$ cat src/rtl/bcd_pkg.sv
// Shared types and constants for the sequential binary-to-BCD converter.
package bcd_pkg;

    localparam int unsigned DIGIT_W = 4;

    typedef enum logic [1:0] {
        S_IDLE  = 2'd0,
        S_SHIFT = 2'd1,
        S_DONE  = 2'd2
    } state_e;

    localparam logic [DIGIT_W-1:0] BCD_ADJ_LIMIT      = 4'd5;
    localparam logic [DIGIT_W-1:0] BCD_ADJ_ADD        = 4'd3;
    localparam logic [DIGIT_W-1:0] DEFAULT_BLANK_CODE = 4'hF;

endpackage

$ cat src/rtl/bcd_digit_adj.sv
// One BCD digit correction step of double-dabble: add 3 when the digit is 5 or more,
// so the following left shift carries correctly into the next decimal digit.
module bcd_digit_adj
    import bcd_pkg::*;
(
    input  logic [DIGIT_W-1:0] digit_in,
    output logic [DIGIT_W-1:0] digit_out_c
);

    always_comb begin
        digit_out_c = digit_in;
        if (digit_in >= BCD_ADJ_LIMIT) begin
            digit_out_c = digit_in + BCD_ADJ_ADD;
        end
    end

endmodule

$ cat src/rtl/bin_to_bcd_seq.sv
// Sequential binary-to-BCD converter, one shift-and-add-3 step per cycle.
// Optional build macro LEADING_BLANK_EN replaces leading zero digits with BLANK_CODE.
module bin_to_bcd_seq
    import bcd_pkg::*;
#(
    parameter int unsigned        IN_W       = 8,
    parameter int unsigned        N_DIG      = 4,
    parameter logic [DIGIT_W-1:0] BLANK_CODE = DEFAULT_BLANK_CODE
) (
    input  logic                     clk,
    input  logic                     rst_n,
    input  logic [IN_W-1:0]          bin_in,
    input  logic                     start,
    output logic                     ready,
    output logic                     busy,
    output logic                     done,
    output logic [DIGIT_W*N_DIG-1:0] bcd_out
);

    localparam int unsigned BCD_W = DIGIT_W * N_DIG;
    localparam int unsigned CNT_W = $clog2(IN_W) + 1;
    localparam logic [CNT_W-1:0] CNT_LAST = CNT_W'(IN_W - 1);

`ifdef LEADING_BLANK_EN
    localparam logic BLANK_EN = 1'b1;
`else
    localparam logic BLANK_EN = 1'b0;
`endif

    state_e             state_q, state_d;
    logic [IN_W-1:0]    bin_q, bin_d;
    logic [BCD_W-1:0]   bcd_q, bcd_d;
    logic [CNT_W-1:0]   cnt_q, cnt_d;
    logic [BCD_W-1:0]   bcd_out_q, bcd_out_d;
    logic               done_q, done_d;
    logic               busy_q, busy_d;
    logic               ready_q, ready_d;

    logic [BCD_W-1:0]   adj_c;
    logic [BCD_W-1:0]   shifted_c;
    logic [BCD_W-1:0]   final_c;
    logic               leading_c;
    logic               accept_c;

    // Per-digit add-3 correction applied to the accumulator before each shift
    for (genvar g = 0; g < N_DIG; g++) begin : g_adj
        bcd_digit_adj u_adj (
            .digit_in    (bcd_q[g*DIGIT_W +: DIGIT_W]),
            .digit_out_c (adj_c[g*DIGIT_W +: DIGIT_W])
        );
    end

    assign shifted_c = {adj_c[BCD_W-2:0], bin_q[IN_W-1]};
    assign accept_c  = start && ready_q;

    // Leading-zero blanking of the final result; units digit always shown
    always_comb begin
        final_c   = shifted_c;
        leading_c = BLANK_EN;
        for (int i = int'(N_DIG) - 1; i >= 1; i--) begin
            if (leading_c && (shifted_c[i*DIGIT_W +: DIGIT_W] == '0)) begin
                final_c[i*DIGIT_W +: DIGIT_W] = BLANK_CODE;
            end else begin
                leading_c = 1'b0;
            end
        end
    end

    always_comb begin
        state_d   = state_q;
        bin_d     = bin_q;
        bcd_d     = bcd_q;
        cnt_d     = cnt_q;
        bcd_out_d = bcd_out_q;
        done_d    = 1'b0;

        case (state_q)
            S_IDLE, S_DONE: begin
                if (accept_c) begin
                    state_d = S_SHIFT;
                    bin_d   = bin_in;
                    bcd_d   = '0;
                    cnt_d   = '0;
                end else begin
                    state_d = S_IDLE;
                end
            end
            S_SHIFT: begin
                bin_d = bin_q << 1;
                bcd_d = shifted_c;
                cnt_d = cnt_q + CNT_W'(1);
                // Result lands in bcd_out together with the done strobe
                if (cnt_q == CNT_LAST) begin
                    state_d   = S_DONE;
                    bcd_out_d = final_c;
                    done_d    = 1'b1;
                end
            end
            default: begin
                state_d = S_IDLE;
            end
        endcase

        ready_d = (state_d != S_SHIFT);
        busy_d  = (state_d == S_SHIFT);
    end

    always_ff @(posedge clk) begin
        if (!rst_n) begin
            state_q   <= S_IDLE;
            bin_q     <= '0;
            bcd_q     <= '0;
            cnt_q     <= '0;
            bcd_out_q <= '0;
            done_q    <= 1'b0;
            busy_q    <= 1'b0;
            ready_q   <= 1'b1;
        end else begin
            state_q   <= state_d;
            bin_q     <= bin_d;
            bcd_q     <= bcd_d;
            cnt_q     <= cnt_d;
            bcd_out_q <= bcd_out_d;
            done_q    <= done_d;
            busy_q    <= busy_d;
            ready_q   <= ready_d;
        end
    end

    assign ready   = ready_q;
    assign busy    = busy_q;
    assign done    = done_q;
    assign bcd_out = bcd_out_q;

endmodule

$ cat config.mk
export PLATFORM = sky130hd
export DESIGN_NAME = bin_to_bcd_seq
export DESIGN_NICKNAME = d
export VERILOG_FILES = /design/src/rtl/bcd_pkg.sv /design/src/rtl/bcd_digit_adj.sv /design/src/rtl/bin_to_bcd_seq.sv
export SDC_FILE = /design/constraint.sdc
export NUM_CORES = 1
export LEC_CHECK = 0
export ABC_AREA = 0
export BUFFER_PORTS_ARGS = -buffer_cell sky130_fd_sc_hd__buf_4
export CORE_MARGIN = 2
export CORE_UTILIZATION = 56
export DETAILED_ROUTE_END_ITERATION = 10
export PLACE_DENSITY = 0.78
export SKIP_CTS_REPAIR_TIMING = 1
export SYNTH_ARGS = -nofsm -noshare
export SYNTH_HDL_FRONTEND = slang
export SYNTH_SLANG_ARGS = --single-unit
$ cat constraint.sdc
create_clock -name clk -period 1.6 [get_ports clk]
set_input_delay 0.08 -clock clk [delete_from_list [all_inputs] [get_ports clk]]
set_output_delay 0.08 -clock clk [all_outputs]
set_load 0.01 [all_outputs]
# Word level (Yosys, flattened, before mapping)
# Cells that the tools add are included.
[totals] reg_bits=49 inputBits=11 output_inout_bits=19 elab_cells=44
[op_classes] n_addsub=5 order_cmp=4 eq_ne=6 n_mux=14 n_reduce_logical=7
[ops] operator="$pmux 16 s2" n=1
[ops] operator="$ge 4x3->1 const B" n=4
[ops] operator="$mux 16" n=1
[ops] operator="$mux 4" n=4
[ops] operator="$pmux 8 s2" n=1
[ops] operator="$add 4x2->4 const B" n=3
[ops] operator="$mux 8" n=1
[ops] operator="$pmux 4 s2" n=1
[ops] operator="$reduce_and 2->1" n=3
[ops] operator="$add 4x1->4 const B" n=1
[ops] operator="$eq 2x1->1 const B" n=2
[ops] operator="$eq 4x3->1 const B" n=1
[ops] operator="$pmux 2 s2" n=1
[ops] operator="$add 3x2->3 const B" n=1
[ops] operator="$mux 3" n=1
[ops] operator="$eq 2x2->1 const B" n=1
[ops] operator="$logic_not 2->1" n=1
[ops] operator="$mux 1" n=2
[ops] operator="$mux 2" n=1
[ops] operator="$ne 2x1->1 const B" n=1
[ops] operator="$ne 2x2->1 const B" n=1
[ops] operator="$reduce_bool 2->1" n=1
[ops] operator="$reduce_or 2->1" n=1
[ops] operator="$logic_and 1x1->1" n=1

# Logic depth before layout (Yosys ltp)
# Gate-level depths: netlist of the first run.
[logic_depth] depth_word=4 ltp_mapped=7 ltp_nobuf=6

# By module
# A second synthesis of the first run with hierarchy kept.
[hier_totals] hier_cells=212 area_unflattened_um2=2080.7
[by_module_without_submodules] mod="bin_to_bcd_seq" instances=1 cells_each=148 area_per_inst_um2=1675.4 seq_area_each_um2=980.9
[by_module_without_submodules] mod="bcd_digit_adj" instances=4 cells_each=16 area_per_inst_um2=101.3 seq_area_each_um2=0.0

# Least setup slack after synthesis of the first run
# No wires, ideal clock.
[synth_path] kind="register -> register" start="register bcd_q[9]" end="register bcd_out_q[9], in the netlist bcd_out[9]" setup_time_ps=117 arrival_ps=1233 required_ps=1483 setup_slack_ps=250 stages_incl_launch_ff=7 n_path_buf=0 period_less_slack_ps=1350 path_cell_list="dfxtp_1 inv_1 ha_1 nand2b_1 a21oi_1 xnor2_1 a22o_1"
[synth_between] elab_chain_cells=2
[synth_rtl] item="start, declared" line_no="bin_to_bcd_seq.sv:32" text="logic [BCD_W-1:0] bcd_q, bcd_d;"
[synth_rtl] item="start signal, assigned" line_no="bin_to_bcd_seq.sv:112" text="bcd_q <= '0;"
[synth_rtl] item="start signal, assigned" line_no="bin_to_bcd_seq.sv:121" text="bcd_q <= bcd_d;"
[synth_rtl] item="$ge 4x3->1" line_no="bcd_digit_adj.sv:12" text="if (digit_in >= BCD_ADJ_LIMIT) begin"
[synth_rtl] item="$mux 4" line_no="bcd_digit_adj.sv:12"
[synth_rtl] item="end signal, assigned" line_no="bin_to_bcd_seq.sv:123" text="bcd_out_q <= bcd_out_d;"
[synth_rtl] item="end, declared" line_no="bin_to_bcd_seq.sv:34" text="logic [BCD_W-1:0] bcd_out_q, bcd_out_d;"
# Every way passes these cells.
# A chain may end at the register's enable or synchronous reset.

# Worst setup path in the final report of the first run
[layout_path] start="register bcd_q[9]" end="register bcd_q[10]"
[layout_between] elab_chain_cells=3 elab_cells_between_ends=4 cone_classes="add/sub (1); order compare (1); mux (2)"
[layout_rtl] item="$add 4x2->4 or $ge 4x3->1 (tied branches)" line_no="bcd_digit_adj.sv:13, bcd_digit_adj.sv:12"
[layout_rtl] item="$mux 4 *" line_no="bcd_digit_adj.sv:12"
[layout_rtl] item="$pmux 16 s2 *" line_no="bin_to_bcd_seq.sv:77" text="case (state_q)"
# Every way passes the cells marked *; elsewhere a longest branch is shown, timed or not.

==> results of run 1 <==
-- worst max-delay path: cells and delay by family (launching register included) --
| family | cells | cell delay, ps |
|---|---|---|
| compound gates | 2 | 380 |
| fa+ha+maj | 1 | 250 |
| buf+inv | 1 | 110 |
| flops | 1 | 330 |
| mux | 1 | 270 |
| simple gates | 1 | 100 |
-- cell usage in the layout, fill, tap and decap left out, types with 2 or more instances in the layout --
| cell | n |
|---|---|
| xnor2_1 | 4 |
| nor3_1 | 4 |
| mux2i_2 | 2 |
| inv_1 | 9 |
| nand2_1 | 16 |
| a21oi_1 | 10 |
| buf_4 | 37 |
| nand2b_1 | 5 |
| and2_4 | 2 |
| a21oi_2 | 3 |
| ha_1 | 8 |
| a22o_1 | 17 |
| dfxtp_1 | 49 |
| a22oi_1 | 3 |
| nor2b_1 | 4 |
| clkbuf_1 | 3 |
| nor2_1 | 4 |
| and2_1 | 2 |
| mux2i_1 | 2 |
| a21boi_0 | 5 |
| o21ai_0 | 9 |
| nand3_1 | 11 |
| o211a_1 | 7 |
| o2bb2ai_1 | 10 |
| nor3b_1 | 8 |
| clkbuf_8 | 5 |
-- state kept, by name (all words and copies together) (netlist names) --
name and cells:
busy 1, done 1, state_q 2, bin_q 8, bcd_q 16, cnt_q 4, bcd_out 16, ready 1
-- metal layers --
metal / GRT usage, % / vias up / share of wire [%]
met5: 0 / - / 0
met4: 8.85 / 0 / 2.1
met3: 5.48 / 9 / 4.9
met2: 33.6 / 37 / 46
met1: 26.3 / 772 / 47
li1: - / 835 / -
-- worst paths after layout --
| check | start | end | slack [ps] | depth (start not counted) |
|---|---|---|---|---|
| hold / removal | bin_in[0] | bin_q[0] | 60 | 3 |
| hold reg to reg | bcd_out[8] | bcd_out[8] | 470 | 1 |
| setup / recovery | bcd_q[9] | bcd_q[10] | 110 | 6 |
| setup reg to reg | bcd_q[9] | bcd_q[10] | 110 | 6 |
-- area by class of cell --
cell class	instances	share of cell area, %
Multi-Input combinational cell	145	42.3
Sequential cell	49	39.4
Timing Repair Buffer	37	11.2
Clock buffer	8	3.22
Tap cell	48	2.41
Inverter	10	1.51
-- cell families after synthesis --
kind of cell / Yosys count / synth area share [%]
compound gates: 65 / 22.7
simple gates: 63 / 16.9
flops: 49 / 46.0
buf+inv: 22 / 5.63
fa+ha+maj: 9 / 5.28
xor+xnor: 4 / 1.64
mux: 4 / 1.88
-- power groups by stage --
stage	clock network (mW)	registers, mW	logic (mW)
final	0.694	1.28	0.230
after global routing	0.761	1.28	0.259
after CTS	0.715	1.28	0.230
after detailed placement	0	1.31	0.230
after global placement	0	1.31	0.228
after floorplan	0	1.31	0.171
==> metrics.md, run 1 <==
| Metric | Value |
|---|---|
| Status | `finished clean` |
| Int Pwr | `1.67 mW` |
| Logic pwr share | `10.4%` |
| Syn_nets | `236` |
| Fraction of layout cells with a size suffix above 1 | `22.5%` |
| Cell count after placement | `289` |
| Post-synth top area cell | `dfxtp_1` |
| Worst EP required | `1850 ps` |
| Min Tclk post-route | `1490 ps` |
| Placed Area | `0.00239 mm²` |
| Yosys cell types | `33` |
| Seq/Total Area, Yosys | `46.0%` |
| TritonCTS clock tree | `yes` |
| Root buf cell | `clkbuf_8` |
| Register Area | `981 µm²` |
| Yosys warning count | `0` |
| TritonCTS buffer count | `5` |
| Area contributors post-synth | `dfxtp_1 46%, a22o_1 7.0%, ha_1 5.3%, o2bb2ai_1 4.1%, o211a_1 3.3%` |
| WL per Instance | `13.8 µm` |
| Most frequent cell after synthesis | `dfxtp_1` |
| Die H | `65.7 µm` |
| Hold Path Class | `in2reg` |
| GR Overflow Total | `0` |
| I/O Buffers | `29` |
| Leakage Power | `1.05 nW` |
| Core Util, Final | `68.0%` |
| Sw power | `0.531 mW` |
| Number of synthesized flops with an enable pin | `0` |
| Pin count of the biggest net entering global routing | `23` |
| Setup ws final | `108 ps` |
| H-tree depth | `2` |
| Final HPWL DP | `2830 µm` |
| Slew Limit Headroom | `71.7%` |
| Cell Pwr Density | `885 mW/mm²` |
| Layout fillers | `315` |
| WS Path Type | `reg2reg` |
| First-pass GRT wire length | `6910 µm` |
| Drt total wl | `4100 µm` |
| CTS Sinks | `49` |
| Initial drt markers | `68` |
| Vias in the first global route | `1498` |
| Top cell type's share of synthesized area | `46.0%` |
| Synth Area per Inst | `9.87 µm²` |
| Row cnt | `22` |
| Clock Power Share | `31.5%` |
| Fmax | `670 MHz` |
| Clock Skews | `4.40 ps` |
| Flop pwr share | `58.1%` |
| Final setup fails | `0` |
| Non-filler cells, final | `297` |
| Slowest CP cell | `dfxtp_1` |
| DR vias | `1653` |
| Final Slew Violations | `0` |
| Worst slack, placed | `57.6 ps` |
| Max-cap violations | `0` |
| Switching power share of the total | `24.1%` |
| Max FO, Critical Path | `5` |
| Post-route antenna net violation count | `0` |
| Layout area overhead | `16.7%` |
| Crit share post-route | `93.3%` |
| Initial Util | `58.2%` |
| GP Congestion | `0.779` |
| Remaining DRCs | `0` |
| Initial antenna violation count | `0` |
| Worst-Skew Late Latency | `300 ps` |
| Cells after synthesis | `216` |
| Total Nets Final | `268` |
| Peak supply drop | `0.000737 V` |
| RSZ-0062 raised after global routing | `no` |
| GRT Util Overall | `20.9%` |
| Critical path endpoint category | `register` |
| Crit path largest cell delay | `330 ps` |
| Core Area | `0.00366 mm²` |
| Top Ports | `30` |
| Hold_ws | `63.9 ps` |
| Setup TNS | `0 ps` |
| Worst Tran Pin Value | `425 ps` |
| Total die area | `0.00432 mm²` |
| Worst path cell trace | `inv_1 -> ha_1 -> nand2b_1 -> a21oi_2 -> mux2i_2 -> a22o_1` |
| Multi-input logic area | `0.00105 mm²` |
| Synth Cell Area | `0.00213 mm²` |
| Top_reg_cell synth | `dfxtp_1` |
| Final hold viol count | `0` |
| Tot Pwr | `2.20 mW` |
| Flops & latches, synth | `49` |
| Vias per cell | `5.57` |
| TritonRoute pass-1 iters | `4` |
| Deepest clock path buffer count | `2` |
| Startpoint types | `register` |
| Synth async-reset ratio | `0%` |
| Clk slew on worst S/H paths | `80 ps` |
| N_diodes | `0` |
| CP arrival | `1740 ps` |
| Die width | `65.7 µm` |
| Design Area, Final | `0.00249 mm²` |
| Most frequent cells after synthesis | `49 x dfxtp_1, 17 x a22o_1, 16 x nand2_1` |
(Power assumes the default switching activity.)
==> inputs of run 2 (changes only) <==
--- a/config.mk
+++ b/config.mk
@@ -5,12 +5,12 @@
 export SDC_FILE = /design/constraint.sdc
 export NUM_CORES = 1
 export LEC_CHECK = 0
-export ABC_AREA = 0
 export BUFFER_PORTS_ARGS = -buffer_cell sky130_fd_sc_hd__buf_4
 export CORE_MARGIN = 2
 export CORE_UTILIZATION = 56
 export DETAILED_ROUTE_END_ITERATION = 10
 export PLACE_DENSITY = 0.78
+export RECOVER_POWER = 50
 export SKIP_CTS_REPAIR_TIMING = 1
 export SYNTH_ARGS = -nofsm -noshare
 export SYNTH_HDL_FRONTEND = slang
==> run 2 against run 1 <==
Sequential share of layout area is 1.3 points higher. Critical endpoint is now bcd_out[13]. Setup slack got worse by 22 ps. Maximum frequency shrank 1.5%. Global-route usage did not move. Routed wire length grew 0.41%. Clock skew rose by 1.8 ps. Die area did not move. Via count fell by 0.85%. Register-to-register slack lost 20 ps. Clock power about the same. Total power shrank 0.13%. Largest cell class unchanged. Combinational power shrank 2%.
==> metrics.md, run 2 (same netlist as run 1, synthesis figures left out) <==
| Metric | Value |
|---|---|
| Total Nets Final | `268 (unchanged)` |
| Most frequent cells in the layout | `49 x dfxtp_1, 23 x clkbuf_1, 17 x nand2_1, 17 x a22o_1, 16 x buf_4 (was 49 x dfxtp_1, 37 x buf_4, 17 x a22o_1)` |
| Vias per cell | `5.52 (was 5.57)` |
| Die width | `65.7 µm (unchanged)` |
| Startpoint types | `register (unchanged)` |
| Placed Area | `0.00239 mm² (unchanged)` |
| Max FO, Critical Path | `11 (was 5)` |
| GP Congestion | `0.779 (unchanged)` |
| Clock Power Share | `31.7% (was 31.5%)` |
| Crit path largest cell delay | `400 ps (was 330 ps)` |
| Cell count after placement | `289 (unchanged)` |
| RSZ-0062 raised after global routing | `no (unchanged)` |
| Core Util, Final | `65.8% (was 68.0%)` |
| Total die area | `0.00432 mm² (unchanged)` |
| Worst path top cell family by delay | `flip-flops (was compound AO/OA/AOI/OAI gates)` |
| DR vias | `1639 (was 1653)` |
| Peak supply drop | `0.000728 V (was 0.000737 V)` |
| Worst Tran Pin Value | `429 ps (was 425 ps)` |
| Layout area overhead | `13.0% (was 16.7%)` |
| Min Tclk post-route | `1510 ps (was 1490 ps)` |
| Deepest clock path buffer count | `2 (unchanged)` |
| WS Path Type | `reg2reg (unchanged)` |
| Non-filler cells, final | `297 (unchanged)` |
| WHS Endpoint | `bin_q[0] (unchanged)` |
| Worst path cell trace | `ha_1 -> and4b_4 -> nor2b_2 -> clkbuf_2 -> a22o_1 (was inv_1 -> ha_1 -> nand2b_1 -> a21oi_2 -> mux2i_2 -> a22o_1)` |
| N_diodes | `0 (unchanged)` |
| Top Ports | `30 (unchanged)` |
| Status | `finished clean (unchanged)` |
| GRT Util Overall | `20.9% (unchanged)` |
| Layout fillers | `323 (was 315)` |
| Logic pwr share | `10.2% (was 10.4%)` |
| Clk slew on worst S/H paths | `80 ps (about the same)` |
| Hold Path Class | `in2reg (unchanged)` |
| Switching power share of the total | `24.2% (was 24.1%)` |
| Root buf cell | `clkbuf_8 (unchanged)` |
| R2r setup slk | `90 ps (was 110 ps)` |
| Post-route antenna net violation count | `0 (unchanged)` |
| I/O Buffers | `29 (unchanged)` |
| Setup TNS | `0 ps (unchanged)` |
| Hold path depth | `3 (unchanged)` |
| Register Area | `981 µm² (unchanged)` |
| Cell Pwr Density | `913 mW/mm² (was 885 mW/mm²)` |
| WL per Instance | `13.9 µm (was 13.8 µm)` |
| Multi-input logic area | `0.00105 mm² (about the same)` |
| TritonRoute pass-1 iters | `4 (unchanged)` |
| Die H | `65.7 µm (unchanged)` |
| Worst-Skew Late Latency | `300 ps (about the same)` |
| Reg2reg end | `bcd_out[13] (was bcd_q[10])` |
| Leakage Power | `0.970 nW (was 1.05 nW)` |
| Slew Limit Headroom | `71.4% (was 71.7%)` |
| Bufs and invs on worst path | `1 (unchanged)` |
| Max-cap violations | `0 (unchanged)` |
| CP arrival | `1710 ps (was 1740 ps)` |
| Final setup fails | `0 (unchanged)` |
| Drt total wl | `4120 µm (was 4100 µm)` |
| Clock Skews | `6.19 ps (was 4.40 ps)` |
| Row cnt | `22 (unchanged)` |
| GR Overflow Total | `0 (unchanged)` |
| Int Pwr | `1.67 mW (about the same)` |
| Initial antenna violation count | `0 (unchanged)` |
| Sw power | `0.533 mW (was 0.531 mW)` |
| Design Area, Final | `0.00241 mm² (was 0.00249 mm²)` |
| Final Slew Violations | `0 (unchanged)` |
| H-tree depth | `2 (unchanged)` |
| Worst EP required | `1790 ps (was 1850 ps)` |
| CTS Sinks | `49 (unchanged)` |
| Final hold viol count | `0 (unchanged)` |
| Crit share post-route | `94.7% (was 93.3%)` |
| TritonCTS clock tree | `yes (unchanged)` |
| First-pass GRT wire length | `6910 µm (unchanged)` |
| HP Start | `bin_in[0] (unchanged)` |
| Critical path endpoint category | `register (unchanged)` |
| Vias in the first global route | `1498 (unchanged)` |
| Initial Util | `58.2% (unchanged)` |
| Fraction of layout cells with a size suffix above 1 | `14.1% (was 22.5%)` |
| Reg2Reg Depth | `5 (was 6)` |
| Slowest CP cell | `dfxtp_1 (unchanged)` |
| Remaining DRCs | `0 (unchanged)` |
| Core Area | `0.00366 mm² (unchanged)` |
| Initial drt markers | `55 (was 68)` |
| Pin count of the biggest net entering global routing | `23 (unchanged)` |
| Final HPWL DP | `2830 µm (unchanged)` |
| Flop pwr share | `58.1% (about the same)` |
| Reg2reg start | `cnt_q[0] (was bcd_q[9])` |
| Fmax | `660 MHz (was 670 MHz)` |
| Commonest non-fill, non-tap cell in the layout | `dfxtp_1 (unchanged)` |
| TritonCTS buffer count | `5 (unchanged)` |
==> run 2: final cells by class <==
| type | instances | share of cell area (%) |
|---|---|---|
| Multi-Input combinational cell | 145 | 43.6 |
| Sequential cell | 49 | 40.7 |
| Timing Repair Buffer | 37 | 8.31 |
| Clock buffer | 8 | 3.32 |
| Tap cell | 48 | 2.49 |
| Inverter | 10 | 1.56 |
==> run 2: power groups by stage <==
stage | Combinational [mW] | Clock, mW | Sequential (mW)
detailed placement | 0.230 | 0 | 1.31
global placement | 0.228 | 0 | 1.31
global route | 0.254 | 0.761 | 1.28
finish | 0.225 | 0.697 | 1.28
floorplan | 0.171 | 0 | 1.31
CTS | 0.230 | 0.715 | 1.28
==> run 2: worst max path at each step <==
stage	cells past startpoint	end	slack (ps)	start
5_1_grt	6	bcd_out[9]	0.5	bcd_q[9]
3_3_place_gp	6	bcd_q[10]	130	bcd_q[8]
2_1_floorplan	6	bcd_out[9]	250	bcd_q[9]
4_1_cts	6	bcd_q[10]	40	bcd_q[8]
6_report	5	bcd_out[13]	90	cnt_q[0]
3_5_place_dp	6	bcd_q[10]	60	bcd_q[9]
==> run 2: per-layer routing <==
metal	global-route usage [%]	part of all wire, %	vias to the layer above
met5	0	0	-
met4	8.85	1.6	0
li1	-	-	835
met3	5.48	5.6	7
met1	26.3	47	754
met2	33.6	46	43
==> run 2: worst register-to-register path, stage by stage (launching register included) <==
cell and delay [ps]:
dfxtp_1 400, ha_1 210, and4b_4 240, nor2b_2 40, clkbuf_2 220, a22o_1 290
==> run 2: metrics by stage <==
| stage | setup WS (ps) | total power [mW] | hold WS, ps |
|---|---|---|---|
| floorplan | 250 | 1.48 | 263 |
| global placement | 130 | 1.53 | 352 |
| detailed placement | 57.6 | 1.54 | 375 |
| CTS | 36.2 | 2.22 | 59.0 |
| global route | 0.524 | 2.30 | 97.0 |
| finish | 85.2 | 2.20 | 64.3 |
==> inputs of run 3 (changes only) <==
--- a/config.mk
+++ b/config.mk
@@ -5,6 +5,7 @@
 export SDC_FILE = /design/constraint.sdc
 export NUM_CORES = 1
 export LEC_CHECK = 0
+export ABC_AREA = 1
 export BUFFER_PORTS_ARGS = -buffer_cell sky130_fd_sc_hd__buf_4
 export CORE_MARGIN = 2
 export CORE_UTILIZATION = 56
==> run 3 against run 2 <==
Cell count increased by 27%. First-iteration DRC count increased by 150%. Core utilization decreased by 1.3 points. Critical path type unchanged.
==> metrics.md, run 3 <==
| Metric | Value |
|---|---|
| GR Overflow Total | `0 (unchanged)` |
| Worst-Skew Late Latency | `300 ps (about the same)` |
| Largest family of logic cells by synthesized area | `simple AND/OR/NAND/NOR gates (was compound AO/OA/AOI/OAI gates)` |
| Mux contribution to synthesized area | `0.886% (was 1.88%)` |
| Most frequent cell after synthesis | `nand2_1 (was dfxtp_1)` |
| First-pass GRT wire length | `7280 µm (was 6910 µm)` |
| Synth Cell Area | `0.00226 mm² (was 0.00213 mm²)` |
| Fraction of layout cells with a size suffix above 1 | `12.9% (was 14.1%)` |
| Synth Area per Inst | `7.63 µm² (was 9.87 µm²)` |
| Initial Util | `57.3% (was 58.2%)` |
| Flops & latches, synth | `49 (unchanged)` |
| Fmax | `702 MHz (was 660 MHz)` |
| Initial drt markers | `137 (was 55)` |
| TritonCTS buffer count | `5 (unchanged)` |
| Crit share post-route | `89.0% (was 94.7%)` |
| Worst slack, placed | `197 ps (was 57.6 ps)` |
| N_diodes | `0 (unchanged)` |
| GP Congestion | `0.851 (was 0.779)` |
| Yosys warning count | `0 (unchanged)` |
| Die H | `67.5 µm (was 65.7 µm)` |
| Die width | `67.5 µm (was 65.7 µm)` |
| Pin count of the biggest net entering global routing | `23 (unchanged)` |
| Min Tclk post-route | `1420 ps (was 1510 ps)` |
| Commonest non-fill, non-tap cell in the layout | `nand2_1 (was dfxtp_1)` |
| Initial antenna violation count | `0 (unchanged)` |
| Clk slew on worst S/H paths | `90 ps (was 80 ps)` |
| TritonRoute pass-1 iters | `4 (unchanged)` |
| Worst EP required | `1790 ps (about the same)` |
| Area contributors post-synth | `dfxtp_1 43%, nand2_1 17%, nand3_1 5.1%, ha_1 5.0%, a21oi_1 4.7% (was dfxtp_1 46%, a22o_1 7.0%, ha_1 5.3%, o2bb2ai_1 4.1%, o211a_1 3.3%)` |
| Cells after synthesis | `296 (was 216)` |
| RSZ-0062 raised after global routing | `no (unchanged)` |
| Final Slew Violations | `0 (unchanged)` |
| Peak supply drop | `0.000563 V (was 0.000728 V)` |
| Most frequent cells in the layout | `102 x nand2_1, 48 x dfxtp_1, 25 x inv_1 (was 49 x dfxtp_1, 23 x clkbuf_1, 17 x nand2_1, 17 x a22o_1, 16 x buf_4)` |
| Max FO, Critical Path | `5 (was 11)` |
| Status | `finished clean (unchanged)` |
| WL per Instance | `11.8 µm (was 13.9 µm)` |
| Remaining DRCs | `0 (unchanged)` |
| Cell Pwr Density | `947 mW/mm² (was 913 mW/mm²)` |
| TritonCTS clock tree | `yes (unchanged)` |
| Critical path endpoint category | `register (unchanged)` |
| GRT Util Overall | `21.2% (was 20.9%)` |
| Yosys cell types | `22 (was 33)` |
| I/O Buffers | `29 (unchanged)` |
| Top_reg_cell synth | `dfxtp_1 (unchanged)` |
| Slowest CP cell | `dfxtp_1 (unchanged)` |
| Total die area | `0.00456 mm² (was 0.00432 mm²)` |
| Total Nets Final | `345 (was 268)` |
| CP arrival | `1620 ps (was 1710 ps)` |
| Tot Pwr | `2.41 mW (was 2.20 mW)` |
| Setup ws final | `176 ps (was 85.2 ps)` |
| Max-cap violations | `0 (unchanged)` |
| Vias per cell | `5.15 (was 5.52)` |
| Placed Area | `0.00250 mm² (was 0.00239 mm²)` |
| Deepest clock path buffer count | `2 (unchanged)` |
| Post-route antenna net violation count | `0 (unchanged)` |
| Crit path largest cell delay | `410 ps (was 400 ps)` |
| Clock Skews | `6.88 ps (was 6.19 ps)` |
| Seq/Total Area, Yosys | `43.4% (was 46.0%)` |
| Layout area overhead | `12.6% (was 13.0%)` |
| WS Path Type | `reg2reg (unchanged)` |
| Hold Path Class | `in2reg (unchanged)` |
| Top Ports | `30 (unchanged)` |
| Row cnt | `23 (was 22)` |
| Worst path cell trace | `inv_1 -> ha_1 -> inv_1 -> nand2_1 -> nand3_1 -> nand2_1 -> nand3_1 -> a21oi_1 (was ha_1 -> and4b_4 -> nor2b_2 -> clkbuf_2 -> a22o_1)` |
| Layout fillers | `361 (was 323)` |
| Startpoint types | `register (unchanged)` |
| Synth Area in Compound Gates | `14.1% (was 22.7%)` |
| Number of synthesized flops with an enable pin | `0 (unchanged)` |
| H-tree depth | `2 (unchanged)` |
| Post-Synth Simple-Gate Area | `28.8% (was 16.9%)` |
| Final hold viol count | `0 (unchanged)` |
| Vias in the first global route | `1679 (was 1498)` |
| Root buf cell | `clkbuf_8 (unchanged)` |
| Slew Limit Headroom | `70.2% (was 71.4%)` |
| Post-Synth XOR/XNOR Area | `0% (was 1.64%)` |
| Synth async-reset ratio | `0% (unchanged)` |
| Syn_nets | `316 (was 236)` |
| Leakage Power | `1.03 nW (was 0.970 nW)` |
| Top cell type's share of synthesized area | `43.4% (was 46.0%)` |
| Drt total wl | `4450 µm (was 4120 µm)` |
| Core Area | `0.00394 mm² (was 0.00366 mm²)` |
| Design Area, Final | `0.00254 mm² (was 0.00241 mm²)` |
| Setup TNS | `0 ps (unchanged)` |
| Worst Tran Pin Value | `446 ps (was 429 ps)` |
| CTS Sinks | `49 (unchanged)` |
| Most frequent cells after synthesis | `102 x nand2_1, 49 x dfxtp_1, 25 x inv_1 (was 49 x dfxtp_1, 17 x a22o_1, 16 x nand2_1)` |
| Post-synth top area cell | `dfxtp_1 (unchanged)` |
| Synth Area in Adders | `4.98% (was 5.28%)` |
| Final setup fails | `0 (unchanged)` |
| Final HPWL DP | `3120 µm (was 2830 µm)` |
| DR vias | `1938 (was 1639)` |
-- run 3: cell count changes after synthesis, sizes merged, moves of 5 or more --
cell and change:
o21ai +18, nand2b -5, nor3b -8, nand2 +89, nor2b -6, nand4 +7
inv +17, o2bb2ai -10, a21boi -5, a22o -17, o211a -7, a31oi +6
a21oi +8, nand3 +13
-- run 3: per-stage QoR --
stage                     util, %  std cells  hold slack, ps
after floorplan                 -        296             240
after global placement       63.4        368             360
after detailed placement     63.4        368             366
after CTS                    66.4        376            43.1
after global routing         64.5        376            66.3
final                        64.5        376            46.8
-- run 3: routing by layer --
layer  track usage [%]  share of wire (%)  vias up
met5                 0                  0        -
met4              7.65               0.90        0
met3              4.17                5.1        4
met2              35.7                 46       45
met1              26.7                 48      857
li1                  -                  -     1032
-- run 3: cell families (layout without fill, tap and decap cells) --
group           after synthesis  after routing
flops                        49             49
buf+inv                      37             67
fa+ha+maj                     9              9
mux                           2              2
simple gates                144            144
compound gates               55             55
-- run 3: power by group --
group	switching, mW	leakage [nW]	total [mW]	internal [mW]
logic	0.133	0.576	0.206	0.0732
clock network	0.412	0.0574	0.920	0.508
registers	0.0236	0.398	1.28	1.26
-- run 3: cell type report --
type	instances	area, µm²	share of cell area (%)
Multi-Input combinational cell	210	1100	43.1
Sequential cell	49	982	38.6
Timing Repair Buffer	32	181	7.13
Inverter	27	101	3.98
Clock buffer	6	82.6	3.25
Tap cell	50	62.6	2.46
Clock inverter	2	37.5	1.48
-- run 3: critical path: cells and delay by family (launching register included) --
kind | cells | cell delay [ps]
simple gates | 4 | 450
flops | 1 | 410
fa+ha+maj | 1 | 200
buf+inv | 2 | 190
compound gates | 1 | 70
-- run 3: worst paths after layout --
path	from	to	slack [ps]	depth (start not counted)
setup / recovery	bcd_q[0]	bcd_q[2]	180	8
hold reg to reg	bcd_out[7]	bcd_out[7]	470	2
setup reg to reg	bcd_q[0]	bcd_q[2]	180	8
hold / removal	bin_in[7]	bin_q[7]	50	3
